--- src/rtl/lsu_master.sv ---
// Load/store initiator for the word-wide data memory port.
// One RV32I load/store at a time; sub-word stores are done as read-modify-write.
module lsu_master #(
   parameter int n = 5
) (
   input  logic          clk,
   input  logic          reset,
   input  logic          req_valid,
   output logic          req_ready,
   input  logic          req_we,
   input  logic [2:0]    req_funct3,
   input  logic [31:0]   req_addr,
   input  logic [31:0]   req_wdata,
   output logic          rsp_valid,
   output logic          rsp_err,
   output logic [31:0]   rsp_rdata,
   output logic          busy,
   output logic [n-1:0]  mem_ad,
   output logic [31:0]   mem_data,
   output logic          mem_r,
   output logic          mem_w,
   input  logic [31:0]   mem_out
);

   // state  | meaning
   // IDLE   | waiting for a request, req_ready=1
   // RD     | read strobe for load or sub-word store
   // WAIT   | memory returns the word; extract load data or merge store data
   // WR     | write strobe with final word
   // RESP   | completion pulse, no error
   // ERR    | completion pulse with error, no memory access
   typedef enum logic [2:0] {
      S_IDLE, S_RD, S_WAIT, S_WR, S_RESP, S_ERR
   } state_t;

   state_t        state_q, state_d;
   logic          we_q, we_d;
   logic [2:0]    f3_q, f3_d;
   logic [1:0]    off_q, off_d;
   logic [n-1:0]  idx_q, idx_d;
   logic [31:0]   data_q, data_d;
   logic [31:0]   rdata_q, rdata_d;

   logic          accept;
   logic          f3_ok;
   logic          misaligned;
   logic          req_legal;
   logic [7:0]    lane_b;
   logic [15:0]   lane_h;
   logic [31:0]   load_ext;
   logic [31:0]   merged;
   logic          unused_addr;

   assign unused_addr = ^req_addr[31:n+2];
   assign accept      = req_valid & req_ready;

   always_comb begin
      f3_ok = 1'b0;
      case (req_funct3)
         3'b000, 3'b001, 3'b010: f3_ok = 1'b1;
         3'b100, 3'b101:         f3_ok = ~req_we;
         default:                f3_ok = 1'b0;
      endcase
      misaligned = ((req_funct3[1:0] == 2'b01) && req_addr[0]) ||
                   ((req_funct3[1:0] == 2'b10) && (req_addr[1:0] != 2'b00));
      req_legal  = f3_ok & ~misaligned;
   end

   always_comb begin
      lane_b = mem_out[{off_q, 3'b000} +: 8];
      lane_h = off_q[1] ? mem_out[31:16] : mem_out[15:0];
      case (f3_q)
         3'b000:  load_ext = {{24{lane_b[7]}}, lane_b};
         3'b001:  load_ext = {{16{lane_h[15]}}, lane_h};
         3'b100:  load_ext = {24'b0, lane_b};
         3'b101:  load_ext = {16'b0, lane_h};
         default: load_ext = mem_out;
      endcase
   end

   // Store data sits in data_q until the read returns; merge it into the fetched word.
   always_comb begin
      merged = mem_out;
      case (f3_q[1:0])
         2'b00: merged[{off_q, 3'b000} +: 8] = data_q[7:0];
         2'b01: begin
            if (off_q[1]) merged[31:16] = data_q[15:0];
            else          merged[15:0]  = data_q[15:0];
         end
         default: merged = data_q;
      endcase
   end

   always_ff @(posedge clk) begin
      if (reset) begin
         state_q <= S_IDLE;
         we_q    <= 1'b0;
         f3_q    <= 3'b000;
         off_q   <= 2'b00;
         idx_q   <= '0;
         data_q  <= 32'b0;
         rdata_q <= 32'b0;
      end else begin
         state_q <= state_d;
         we_q    <= we_d;
         f3_q    <= f3_d;
         off_q   <= off_d;
         idx_q   <= idx_d;
         data_q  <= data_d;
         rdata_q <= rdata_d;
      end
   end

   always_comb begin
      state_d = state_q;
      we_d    = we_q;
      f3_d    = f3_q;
      off_d   = off_q;
      idx_d   = idx_q;
      data_d  = data_q;
      rdata_d = rdata_q;
      case (state_q)
         S_IDLE: begin
            if (accept) begin
               we_d   = req_we;
               f3_d   = req_funct3;
               off_d  = req_addr[1:0];
               idx_d  = req_addr[n+1:2];
               data_d = req_wdata;
               if (!req_legal) begin
                  rdata_d = 32'b0;
                  state_d = S_ERR;
               end else if (!req_we || (req_funct3[1:0] != 2'b10)) begin
                  state_d = S_RD;
               end else begin
                  state_d = S_WR;
               end
            end
         end
         S_RD:   state_d = S_WAIT;
         S_WAIT: begin
            if (we_q) begin
               data_d  = merged;
               state_d = S_WR;
            end else begin
               rdata_d = load_ext;
               state_d = S_RESP;
            end
         end
         S_WR: begin
            rdata_d = 32'b0;
            state_d = S_RESP;
         end
         S_RESP:  state_d = S_IDLE;
         S_ERR:   state_d = S_IDLE;
         default: state_d = S_IDLE;
      endcase
   end

   // Strobes and the completion pulse are masked by reset so an aborted access leaves no trace.
   always_comb begin
      req_ready = (state_q == S_IDLE);
      busy      = (state_q != S_IDLE);
      mem_r     = (state_q == S_RD) & ~reset;
      mem_w     = (state_q == S_WR) & ~reset;
      mem_ad    = ((state_q == S_RD) || (state_q == S_WR)) ? idx_q : '0;
      mem_data  = (state_q == S_WR) ? data_q : 32'b0;
      rsp_valid = ((state_q == S_RESP) || (state_q == S_ERR)) & ~reset;
      rsp_err   = (state_q == S_ERR) & ~reset;
      rsp_rdata = rdata_q;
   end

endmodule
--- config.mk ---
export PLATFORM = sky130hd
export DESIGN_NAME = lsu_master
export DESIGN_NICKNAME = d
export VERILOG_FILES = /design/src/rtl/lsu_master.sv
export SDC_FILE = /design/constraint.sdc
export NUM_CORES = 1
export LEC_CHECK = 0
export BUFFER_PORTS_ARGS = -buffer_cell sky130_fd_sc_hd__buf_4
export CAP_MARGIN = 25
export CORE_ASPECT_RATIO = 1.5
export CORE_UTILIZATION = 35
export CTS_CLUSTER_DIAMETER = 40
export DETAILED_ROUTE_END_ITERATION = 6
export GPL_ROUTABILITY_DRIVEN = 0
export GPL_TIMING_DRIVEN = 0
export PLACE_DENSITY = 0.74
export RECOVER_POWER = 100
export SLEW_MARGIN = 20
export SYNTH_ARGS = -nofsm -noshare
export SYNTH_HDL_FRONTEND = slang
export SYNTH_SLANG_ARGS = --single-unit
--- constraint.sdc ---
create_clock -name clk -period 2.17 [get_ports clk]
set_input_delay 0.651 -clock clk [delete_from_list [all_inputs] [get_ports clk]]
set_output_delay 0.651 -clock clk [all_outputs]
set_load 0.01 [all_outputs]
==> results.md <==
Detailed routing:
- The number of remaining DRC errors is 0.
- The final route contains 5131 vias.
- The detailed router finished its first iteration with approximately 480 violations.
- The number of search-and-repair iterations in the first detailed-routing pass is 6.
- The final routed wirelength across all metal layers is between 15 and 20 mm.
- The antenna violation net count after detailed routing is 0.
- Summed over all nets, wire length on met2 after detailed routing comes to 8.88 mm.
- The total routed wire length on the met1 layer is 6.37 mm.
- In the final routed layout, each cell accounts on average for 20.6 um.
- The detailed route wirelength on metal3 is about 1.2 mm.
- The highest metal layer carrying signal wires in the routed design is met4.
- Using the TritonRoute via totals, the vias-per-cell ratio works out to 5.98.

STA:
- The measured slew at the worst slew-check pin is 0.714 ns.
- The count of final max-slew check failures is 0.
- After layout, the worst path uses 99.8% of the clock period.
- The final hold violation count is 0.
- The worst hold margin is 0.451 ns.
- Setup repair after global routing could not meet its margin everywhere.
- The number of setup violations in the final report is 0.
- The final worst setup slack is 0.00500 ns.
- The relative slew slack is 52.4%.
- Timing would allow up to 462 MHz.
- The clock arrives with 0.00390 ns of skew.
- The final critical-path required period is ~2.2 ns.

Hold path:
- The worst-case hold path end point is idx_q[3]$_SDFFE_PP0P_.
- The critical hold path startpoint is idx_q[3]$_SDFFE_PP0P_.
- The path type of the worst min-delay path is reg -> reg.
- Counting instances, the worst hold path has a depth of 2.

Clocking:
- The longest clock path from root to sink contains 2 buffers.
- The H-tree generated during clock tree synthesis spans 3 levels.
- The CTS tree is built.
- The post-CTS clock slew at the launch and capture registers of the worst setup and hold paths is approximately 0.06 ns.
- The number of buffers inserted by hold repair at cts is 0.
- The clock root buffer master is clkbuf_16.
- Clock tree synthesis inserted a total of 9 buffers.
- CTS saw roughly 80 sinks.
- Clock latency on the worst-skew pair, taken at its later pin, is 0.35 ns.

Die:
- The die height is 140 um.
- For this configuration, the core starts out at a cell density of 35.7%.
- The core region is 12400 um^2.
- The floorplan has 50 rows.
- The die covers 13200 um^2.
- The die is 94.0 um wide.
- The number of placed I/O pins is 178.

Layout:
- The utilization after layout is 50.8%.
- The fraction of final layout cells with drive strength greater than 1 is between 20% and 30%.
- Once layout is done, the placed cells without fillers occupy 6320 um^2.
- The number of nets in the layout is 805.
- The final antenna diode count is 0.
- The most frequent standard cell in the layout excluding fill and tap cells is buf_4.
- The layout overhead on the synthesized area is 42.2%.
- In the layout the commonest cells are buf_4, dfxtp_1, clkbuf_1, a21oi_1, nor2_1.

Placed design:
- The HPWL after detailed placement is 13.4 mm.
- The minimum setup slack after placement is -0.521 ns.
- In this run the tool buffered the top-level ports with between 150 and 200 buffer cells.
- The area of placed instances is 5780 um^2.

Logic synthesis:
- The mean instance size in the synthesized netlist is 8.57 um^2.
- The synthesized netlist cell count is 519.
- The flop and latch count out of synthesis is 78.
- The count of different cell masters after synthesis is 51.
- The sequential fraction of the synthesis area is 35.1%.
- For this run, the number of Yosys warnings is 0.
- The synthesized net count is around 630.
- In this run the cell area of the synthesized design comes to 4450 um^2.

Global routing:
- The number of global-route vias before repair is 4936.
- The first global-routing pass estimated 26.2 mm of wire.
- For this run the aggregate overflow at the end of global routing stands at 0.
- The largest net degree at the start of global routing is 14.
- The overall fraction of global-route tracks in use is 26.6%.
- The number of antenna violations at the first check in global routing is 0.

Worst setup path:
- STA classifies the critical path startpoint as a flop.
- The count of cells along the worst register-to-register path is 7.
- The setup slack on the worst flop-to-flop path is approximately 0.040 ns.
- At the worst endpoint, the required time is about 1.5 ns.
- The data arrival time of the worst path is 1.51 ns.
- The type of the worst setup path is reg -> out.
- The endpoint of the most critical register-to-register path is data_q[30]$_SDFFE_PP0P_.
- STA classifies the critical path endpoint as an output port.
- The largest fanout of any net on the critical path is 10.
- The worst reg2reg path startpoint is state_q[2]$_SDFFE_PP0N_.

Power and ir drop:
- Power spread over the standard cell area amounts to 791 nW/um^2.
- The design draws 5.00 mW.
- In this run the static leakage power is 2.61 nW.
- The worst ir drop on vdd is 0.398 mV.

Run status:
- The flow ran to the end, and the final reports show no timing, DRC or antenna violations.

Job:
- Across the run, the number of max-cap violations was 0.
-- per-stage QoR --
stage          instances  TNS, ns
3_5_place_dp         826   -12.19
4_1_cts              850        0
6_report             858        0
2_1_floorplan        519        0
5_1_grt              858   -0.199
3_3_place_gp         826    -9.81
-- report_power, final --
group | switching [mW] | internal (mW)
clock network | 0.613 | 1.24
registers | 0.148 | 1.58
logic | 0.810 | 0.614
total | 1.57 | 3.43
-- layout make-up --
class | instances | area, um^2
fillers | 1182 | 6130
multi-input cells | 387 | 2760
flip-flops and latches | 78 | 1570
repair buffers | 168 | 1110
plain buffers | 43 | 283
clock buffers | 10 | 229
well taps | 156 | 195
clock inverters | 6 | 134
inverters | 10 | 46.3
-- routing by layer --
| layer | track usage [%] | vias to the layer above |
|---|---|---|
| met5 | 0 | - |
| met4 | 18.7 | 0 |
| met3 | 5.32 | 93 |
| met2 | 45.4 | 313 |
| met1 | 28.9 | 2404 |
| li1 | - | 2321 |
-- repair_timing --
| item | in CTS | in global routing |
|---|---|---|
| buffers inserted | 5 | 9 |
| pin swaps | 1 | 2 |
| resized for setup | 39 | 36 |
| cloned | 3 | 0 |
| endpoints found under the setup margin | 73 | 72 |
-- how the worst max path moves through the flow --
stage,startpoint,cells after the start,slack (ns),to
2_1_floorplan,off_q[1]$_SDFFE_PP0P_,8,0.003,data_q[16]$_SDFFE_PP0P_
3_3_place_gp,off_q[1]$_SDFFE_PP0P_,8,-0.44,data_q[23]$_SDFFE_PP0P_
3_5_place_dp,off_q[1]$_SDFFE_PP0P_,8,-0.52,data_q[23]$_SDFFE_PP0P_
4_1_cts,off_q[1]$_SDFFE_PP0P_,9,0.0005,data_q[18]$_SDFFE_PP0P_
5_1_grt,state_q[2]$_SDFFE_PP0N_,8,-0.04,data_q[13]$_SDFFE_PP0P_
6_report,state_q[2]$_SDFFE_PP0N_,5,0.005,mem_data[17]
-- cells by family after synthesis --
family                     synth area share (%)
AOI/OAI and AO/OA                          30.2
adders and majority gates                  1.41
buffers and inverters                      5.80
DFF                                        35.1
muxes                                      4.28
and+or+nand+nor                            23.2
-- critical path: stages, from the launching register on --
cell      delay [ns]
dfxtp_1         0.31
buf_6           0.12
nor2b_4         0.16
clkbuf_4        0.21
and3_1          0.21
clkbuf_4        0.16
-- flip-flops by register name, summed over array words and instances (netlist names) --
signal,flops
idx_q,5
rsp_rdata,32
f3_q,3
data_q,32
we_q,1
state_q,3
off_q,2
-- cell usage after synthesis (all sizes together) --
master   number  share of area, %
a21o          3              0.51
ha            5               1.4
clkbuf       25               2.1
and3         32               4.5
or4           1              0.17
or4b          1              0.23
a21oi        46               5.4
clkinv        2              0.17
nor4          2              0.62
buf          19               2.8
nor3b         4              0.68
nor2         42               3.8
nor4b         2              0.53
nor3         20               2.3
nand2        38               3.2
dfxtp        78                35
o2111ai       2              0.39
nand3         1              0.11
mux2i        19               4.3
o2bb2ai       9               2.2
a21boi        1              0.17
a2111oi       1              0.23
o41ai         1              0.62
a221oi       36               7.1
nor2b        15               2.1
and2          7              0.99
o22ai         4              0.56
o211ai        9               1.5
o21ai        12               1.6
o2111a        1              0.25
inv           8              0.68
a22o         29               5.7
nand3b        1              0.17
nand2b       21               3.0
or3b          1              0.20
or3           4              0.68
a2bb2oi       1              0.34
a221o        16               3.6
No activity file was read; power rests on OpenSTA's default activity.
